[src/rtl/unidade_controle_jogo.sv]
// Game-round control unit: sequences clear/register/compare/advance on the
// counter+comparator datapath, with button edge detection and inactivity timeout.
module unidade_controle_jogo #(
  parameter int unsigned TIMEOUT_CICLOS = 5000,
  parameter int unsigned TW             = 13
) (
  input  logic       clock,
  input  logic       clr,
  input  logic       iniciar,
  input  logic       jogada,
  input  logic       igual,
  input  logic       fim,
  output logic       zera,
  output logic       registra,
  output logic       conta,
  output logic       pronto,
  output logic       acertou,
  output logic       errou,
  output logic       timeout,
  output logic [3:0] db_estado
);

  typedef enum logic [3:0] {
    INICIAL     = 4'h0,
    PREPARACAO  = 4'h1,
    ESPERA      = 4'h2,
    REGISTRA    = 4'h3,
    COMPARACAO  = 4'h4,
    PROXIMO     = 4'h5,
    FIM_ACERTO  = 4'hA,
    FIM_TIMEOUT = 4'hD,
    FIM_ERRO    = 4'hE
  } estado_t;

  localparam logic [TW-1:0] TIMER_FIM = TW'(TIMEOUT_CICLOS - 1);

  estado_t       r_estado;
  estado_t       w_prox;
  logic          r_jogada_d;
  logic [TW-1:0] r_timer;
  logic          w_pulso;
  logic          w_zera;
  logic          w_registra;
  logic          w_conta;
  logic          w_pronto;
  logic          w_acertou;
  logic          w_errou;
  logic          w_timeout;

  assign w_pulso = jogada & ~r_jogada_d;

  // Next state, then Moore outputs decoded from it so they register in step with the state.
  always_comb begin
    w_prox     = r_estado;
    w_zera     = 1'b0;
    w_registra = 1'b0;
    w_conta    = 1'b0;
    w_pronto   = 1'b0;
    w_acertou  = 1'b0;
    w_errou    = 1'b0;
    w_timeout  = 1'b0;

    case (r_estado)
      INICIAL:     if (iniciar) w_prox = PREPARACAO;
      PREPARACAO:  w_prox = ESPERA;
      ESPERA: begin
        if (w_pulso)                  w_prox = REGISTRA;
        else if (r_timer == TIMER_FIM) w_prox = FIM_TIMEOUT;
      end
      REGISTRA:    w_prox = COMPARACAO;
      COMPARACAO: begin
        if (!igual)   w_prox = FIM_ERRO;
        else if (fim) w_prox = FIM_ACERTO;
        else          w_prox = PROXIMO;
      end
      PROXIMO:     w_prox = ESPERA;
      FIM_ACERTO,
      FIM_TIMEOUT,
      FIM_ERRO:    if (iniciar) w_prox = PREPARACAO;
      default:     w_prox = INICIAL;
    endcase

    case (w_prox)
      PREPARACAO:  w_zera     = 1'b1;
      REGISTRA:    w_registra = 1'b1;
      PROXIMO:     w_conta    = 1'b1;
      FIM_ACERTO: begin
        w_pronto  = 1'b1;
        w_acertou = 1'b1;
      end
      FIM_TIMEOUT: begin
        w_pronto  = 1'b1;
        w_timeout = 1'b1;
      end
      FIM_ERRO: begin
        w_pronto = 1'b1;
        w_errou  = 1'b1;
      end
      default: ;
    endcase
  end

  // State, edge register, inactivity timer and registered outputs.
  always_ff @(posedge clock) begin
    if (!clr) begin
      r_estado   <= INICIAL;
      r_jogada_d <= 1'b0;
      r_timer    <= '0;
      zera       <= 1'b0;
      registra   <= 1'b0;
      conta      <= 1'b0;
      pronto     <= 1'b0;
      acertou    <= 1'b0;
      errou      <= 1'b0;
      timeout    <= 1'b0;
      db_estado  <= 4'h0;
    end else begin
      r_estado   <= w_prox;
      r_jogada_d <= jogada;
      r_timer    <= (r_estado == ESPERA) ? r_timer + TW'(1) : '0;
      zera       <= w_zera;
      registra   <= w_registra;
      conta      <= w_conta;
      pronto     <= w_pronto;
      acertou    <= w_acertou;
      errou      <= w_errou;
      timeout    <= w_timeout;
      db_estado  <= w_prox;
    end
  end

endmodule

[config.mk]
export PLATFORM = sky130hd
export DESIGN_NAME = unidade_controle_jogo
export DESIGN_NICKNAME = d
export VERILOG_FILES = /design/src/rtl/unidade_controle_jogo.sv
export SDC_FILE = /design/constraint.sdc
export NUM_CORES = 1
export LEC_CHECK = 0
export ABC_AREA = 1
export CAP_MARGIN = 30
export CORE_ASPECT_RATIO = 0.7
export CORE_MARGIN = 2
export CORE_UTILIZATION = 48
export CTS_CLUSTER_SIZE = 25
export DETAILED_ROUTE_END_ITERATION = 16
export GPL_ROUTABILITY_DRIVEN = 0
export PLACE_DENSITY = 0.68
export SYNTH_ARGS = -nofsm -noshare
export SYNTH_HDL_FRONTEND = slang
export SYNTH_SLANG_ARGS = --single-unit
[constraint.sdc]
create_clock -name clock -period 1.6 [get_ports clock]
set_input_delay 0.48 -clock clock [delete_from_list [all_inputs] [get_ports clock]]
set_output_delay 0.48 -clock clock [all_outputs]
set_load 0.1 [all_outputs]
# Yosys cells after proc, flatten, opt, wreduce, memory -nomap -nowiden
# Cells that the tools add are included.
[totals]
input_bits = 6
romBits = 0
latch_bits = 0
mem_count = 0
ramBits = 0
register_bits = 25
[classes]
n_eq_ne = 15
n_lt_le_gt_ge = 0
mux = 13
addsub = 1
multipliers = 0
div_mod_pow = 0
n_shift = 0
bitwise_logic = 2
n_reduce_logical = 5
[op_table]
columns = ["cell", "n"]
rows = [
  ["== test 4 bit (second input constant)", 6],
  ["two-way mux 4 bit", 5],
  ["one-hot mux 4 bit (5 select lines)", 1],
  ["adder 13 x 1 -> 13 bit (second input constant)", 1],
  ["== test 13 bit (second input constant)", 1],
  ["== test 4 x 2 -> 1 bit (second input constant)", 3],
  ["== test 4 x 3 -> 1 bit (second input constant)", 3],
  ["== test 4 x 1 -> 1 bit (second input constant)", 2],
  ["two-way mux 1 bit", 7],
  ["logical NOT 4 bit", 1],
  ["OR reduction 4 bit", 1],
  ["OR reduction 3 bit", 1],
  ["AND reduction 2 bit", 1],
  ["OR reduction 2 bit", 1],
  ["bitwise AND 1 bit", 1],
  ["inverter 1 bit", 1],
]

# Longest topological paths before layout
[depth]
word_depth = 7
depth_mapped = 11
ltp_nobuf = 11

# Worst setup path after synthesis
# No wires, ideal clock.
[synth_timing]
kind = "reg-to-reg"
from = "reg r_estado[2]"
to = "reg zera"
period_less_slack_ns = 1.995
setup_slack_ns = -0.395
n_path_buf = 0
stages_incl_launch_ff = 9
required_ns = 1.536
setup_time_ns = 0.064
arrival_time_ns = 1.931
path_cell_list = "dfxtp_1 -> inv_1 -> nand2_4 -> nor2_2 -> and2_4 -> nand3_4 -> nand3_4 -> or2_0 -> nor2_1"
[synth_via]
elab_chain_cells = 5
[synth_lines]
columns = ["item", "line_no", "rtl"]
rows = [
  ["from (decl)", "37", "estado_t r_estado;"],
  ["from (signal assigned)", "118", "r_estado <= w_prox;"],
  ["== test 4 bit, or another cell as far along", "63", "case (r_estado)"],
  ["OR reduction 4 bit (no source line), or another cell as far along", "-", ""],
  ["one-hot mux 4 bit (5 select lines) (*)", "63", ""],
  ["== test 4 x 1 -> 1 bit (*)", "83", "case (w_prox)"],
  ["two-way mux 1 bit (*)", "83", ""],
  ["to (signal assigned)", "121", "zera <= w_zera;"],
  ["to (decl)", "13", "output logic zera,"],
]
# Mark *: on every way between the ends. The rest lies on a longest branch, timed or not.
# A chain may end at the register's enable or synchronous reset.

# Worst setup path in the final report
[layout_timing]
from = "in jogada"
to = "reg acertou"
[layout_via]
elab_chain_cells = 5
[layout_lines]
columns = ["item", "line_no", "rtl"]
rows = [
  ["from (decl)", "10", "input logic jogada,"],
  ["bitwise AND 1 bit", "50", "assign w_pulso = jogada & ~r_jogada_d;"],
  ["two-way mux 4 bit", "67", "if (w_pulso) w_prox = REGISTRA;"],
  ["one-hot mux 4 bit (5 select lines)", "63", ""],
  ["== test 4 bit", "83", ""],
  ["two-way mux 1 bit", "83", ""],
  ["to (signal assigned)", "125", "acertou <= w_acertou;"],
  ["to (decl)", "17", "output logic acertou,"],
]
# Every way passes these cells.

==> metrics.md <==
| Metric | Value |
|---|---|
| Max Freq | 656 MHz |
| CP startpoint kind | primary input |
| Pleak | 0.670 nW |
| # Post-CTS Setup Buffers | 0 |
| Ys Warns | 0 |
| CP Data Required Time | 1.88 ns |
| Final setup violation count | 0 |
| Die area | 0.00298 mm² |
| Period utilization | 0.952 |
| TNS Setup | 0 ns |
| Final WL | 2.70 mm |
| Largest net degree at the start of global routing | 17 |
| Post-CTS sizing | 0 |
| Max-cap violations | 0 |
| Vias in the first global route | 997 |
| Most common cell after layout, fill and taps aside | nand2_1 |
| Most frequent CP cell | nand2_1 |
| ANT nets after route | 0 |
| Mapped Cells | 170 |
| Crit path kind | primary input to flip-flop |
| #FFs+latches synth | 25 |
| Antenna cells | 0 |
| Post-Syn Area per Cell | 7.21 µm² |
| Rows | 15 |
| Die width | 64.4 µm |
| Worst hold path class | flip-flop to flip-flop |
| Drt pass-1 iters | 4 |
| Reg2reg start | r_timer[0]$_SDFF_PN0_ |
| Hold Path Sink | r_timer[0]$_SDFF_PN0_ |
| Drt wl/cell | 11.8 µm |
| Reg2Reg Depth | 9 |
| Slew margin rel. | 0.789 |
| Slowest cell on crit path | clkdlybuf4s50_1 |
| Fin. max-slew vios | 0 |
| R2R Setup Slk | 0.13 ns |
| Worst VDD drop | 0.000684 V |
| CTS max path bufs | 2 |
| I/O Pins | 17 |
| Critical R2R Capture | zera$_SDFF_PN0_ |
| Clk sink count | 25 |
| Post-layout min period | 1.52 ns |
| Via count | 1112 |
| Placed Area | 0.00158 mm² |
| CTS tree | built |
| Design area | 0.00165 mm² |
| Final Skew | 0.0134 ns |
| Residual DRC | 0 |
| Largest cells by area after synthesis | dfxtp_1 41%, nand2_1 12%, inv_1 6.4% |
| Post-synth net total | 177 |
| Worst Max-Slew Pin Slew | 0.314 ns |
| Min Hold Slack | 0.471 ns |
| Top_reg_cell synth | dfxtp_1 |
| WP buf/inv | 1 |
| Layout cells sized above 1 | 0.308 |
| Unrepaired setup endpoints after global routing | true |
| Final hold vios | 0 |
| Initial Utilization | 0.503 |
| Cell Pwr Density | 893 mW/mm² |
| Total Routing Usage GR | 0.195 |
| Hpwl dp | 2.11 mm |
| Worst endpoint data arrival time | 1.80 ns |
| Hold Path Depth | 1 |
| Nets | 203 |
| Most frequent cells in the layout | 38 x nand2_1, 21 x inv_1, 19 x dfxtp_1 |
| Seq/Total Area, Yosys | 0.408 |
| Mapped Area | 0.00123 mm² |
| Num CTS Buffers | 3 |
| Post-Route Utilization | 0.674 |
| Initial antenna violation count | 0 |
| Post-synth top area cell | dfxtp_1 |
| Delay-heaviest family, CP | simple AND/OR/NAND/NOR gates |
| DRT iter0 DRCs | 59 |
| Crit end category | flip-flop |
| EDFF count, synth | 0 |
| Status | finished clean |
| Distinct cell type count after synthesis | 25 |
| H-tree levels | 1 |
| Root buffer cell | clkbuf_4 |
| Async SR Flop Fraction | 0 |
| Global-route wire length before repair | 4.39 mm |
| Worst-skew pair later-pin latency | 0.34 ns |
| Hold-fix buffers, CTS | 0 |
| Synth top area share | 0.408 |
| Total gr overflow | 0 |
| Die Y-Extent | 46.3 µm |
| Clock input transition at the sequential cells of the worst setup and hold paths | 0.16 ns |
| Crit Path Max Fanout | 3 |
| Critical-path cell list | clkdlybuf4s50_1 > a21oi_1 > and2_4 > nand2_1 > nand3_1 > nand2_1 > nor3_2 |
| HP Start | r_timer[0]$_SDFF_PN0_ |
| Area growth syn-to-layout | 34.2% |
| PortBufs | 16 |
| Via density | 4.86 |
| Core Region | 0.00244 mm² |
| CP max stage delay | 0.43 ns |
[power breakdown]
| part | internal, mW | leakage [nW] | total, mW | switching [mW] |
|---|---|---|---|---|
| Clock | 0.102 | 0.0183 | 0.315 | 0.213 |
| Combinational | 0.162 | 0.446 | 0.468 | 0.307 |
| Sequential | 0.650 | 0.205 | 0.686 | 0.0361 |
[synthesized netlist by cell type, types with 3 or more instances]
cell type	n
nor3_2	3
nor3_1	4
nand3_1	10
dfxtp_1	25
inv_1	21
o21ai_0	4
nor2_4	3
a21oi_1	10
nand2_2	4
inv_2	10
nand2_1	39
nor2_2	4
nor2_1	19
[state kept, by name (all words and copies together), names as in the netlist]
signal      flops
errou           1
r_jogada_d      1
timeout         1
r_timer        13
r_estado        4
acertou         1
pronto          1
zera            1
conta           1
registra        1
[metrics by stage]
step           cells  power [mW]  setup slack, ns
6_report         229        1.47           0.0760
5_1_grt          229        1.54          -0.0122
4_1_cts          229        1.47          0.00844
2_1_floorplan    170       0.989           0.0246
3_5_place_dp     225        1.15           -0.280
3_3_place_gp     225        1.14           -0.160
[final cells by class]
cell class / instances / area (µm²)
Inverter: 31 / 116
Clock inverter: 1 / 8.76
Timing Repair Buffer: 21 / 308
Clock buffer: 3 / 22.5
Fill cell: 229 / 795
Sequential cell: 25 / 510
Tap cell: 34 / 42.5
Multi-Input combinational cell: 114 / 637
[routing by layer]
layer / global-route usage / vias up / routed length (µm)
met5: 0 / - / 0
met4: 0.0383 / 0 / 15
met3: 0.0465 / 2 / 188
met2: 0.306 / 32 / 1190
met1: 0.277 / 488 / 1300
li1: - / 590 / -
[cells by family (layout without fill, tap and decap cells)]
| logic type | count (synthesis) | in the layout | share of synthesized area |
|---|---|---|---|
| DFF | 25 | 25 | 0.408 |
| adders and majority gates | 1 | 1 | 0.0102 |
| and+or+nand+nor | 96 | 96 | 0.412 |
| xor gates and xnor gates | 1 | 1 | 0.00714 |
| buffers and inverters | 31 | 56 | 0.0949 |
| AOI/OAI and AO/OA | 16 | 16 | 0.0673 |
[worst register-to-register path: cells and delay by family, from the launching register on]
family	cells	cell delay (ns)
flip-flops	1	0.40
AO/OA/AOI/OAI	1	0.18
AND/OR/NAND/NOR	7	0.69
adder cells (fa/ha/maj)	1	0.16
[worst max-delay path by stage]
stage	slack, ns	startpoint	endpoint	cells after the start
finish	0.08	jogada	acertou$_SDFF_PN0_	7
global route	-0.01	r_timer[0]$_SDFF_PN0_	zera$_SDFF_PN0_	9
CTS	0.008	r_timer[0]$_SDFF_PN0_	zera$_SDFF_PN0_	11
detailed placement	-0.28	jogada	acertou$_SDFF_PN0_	7
global placement	-0.16	jogada	acertou$_SDFF_PN0_	7
floorplan	0.02	r_estado[3]$_SDFF_PN0_	zera$_SDFF_PN0_	8
Power figures use the tool's default switching activity.
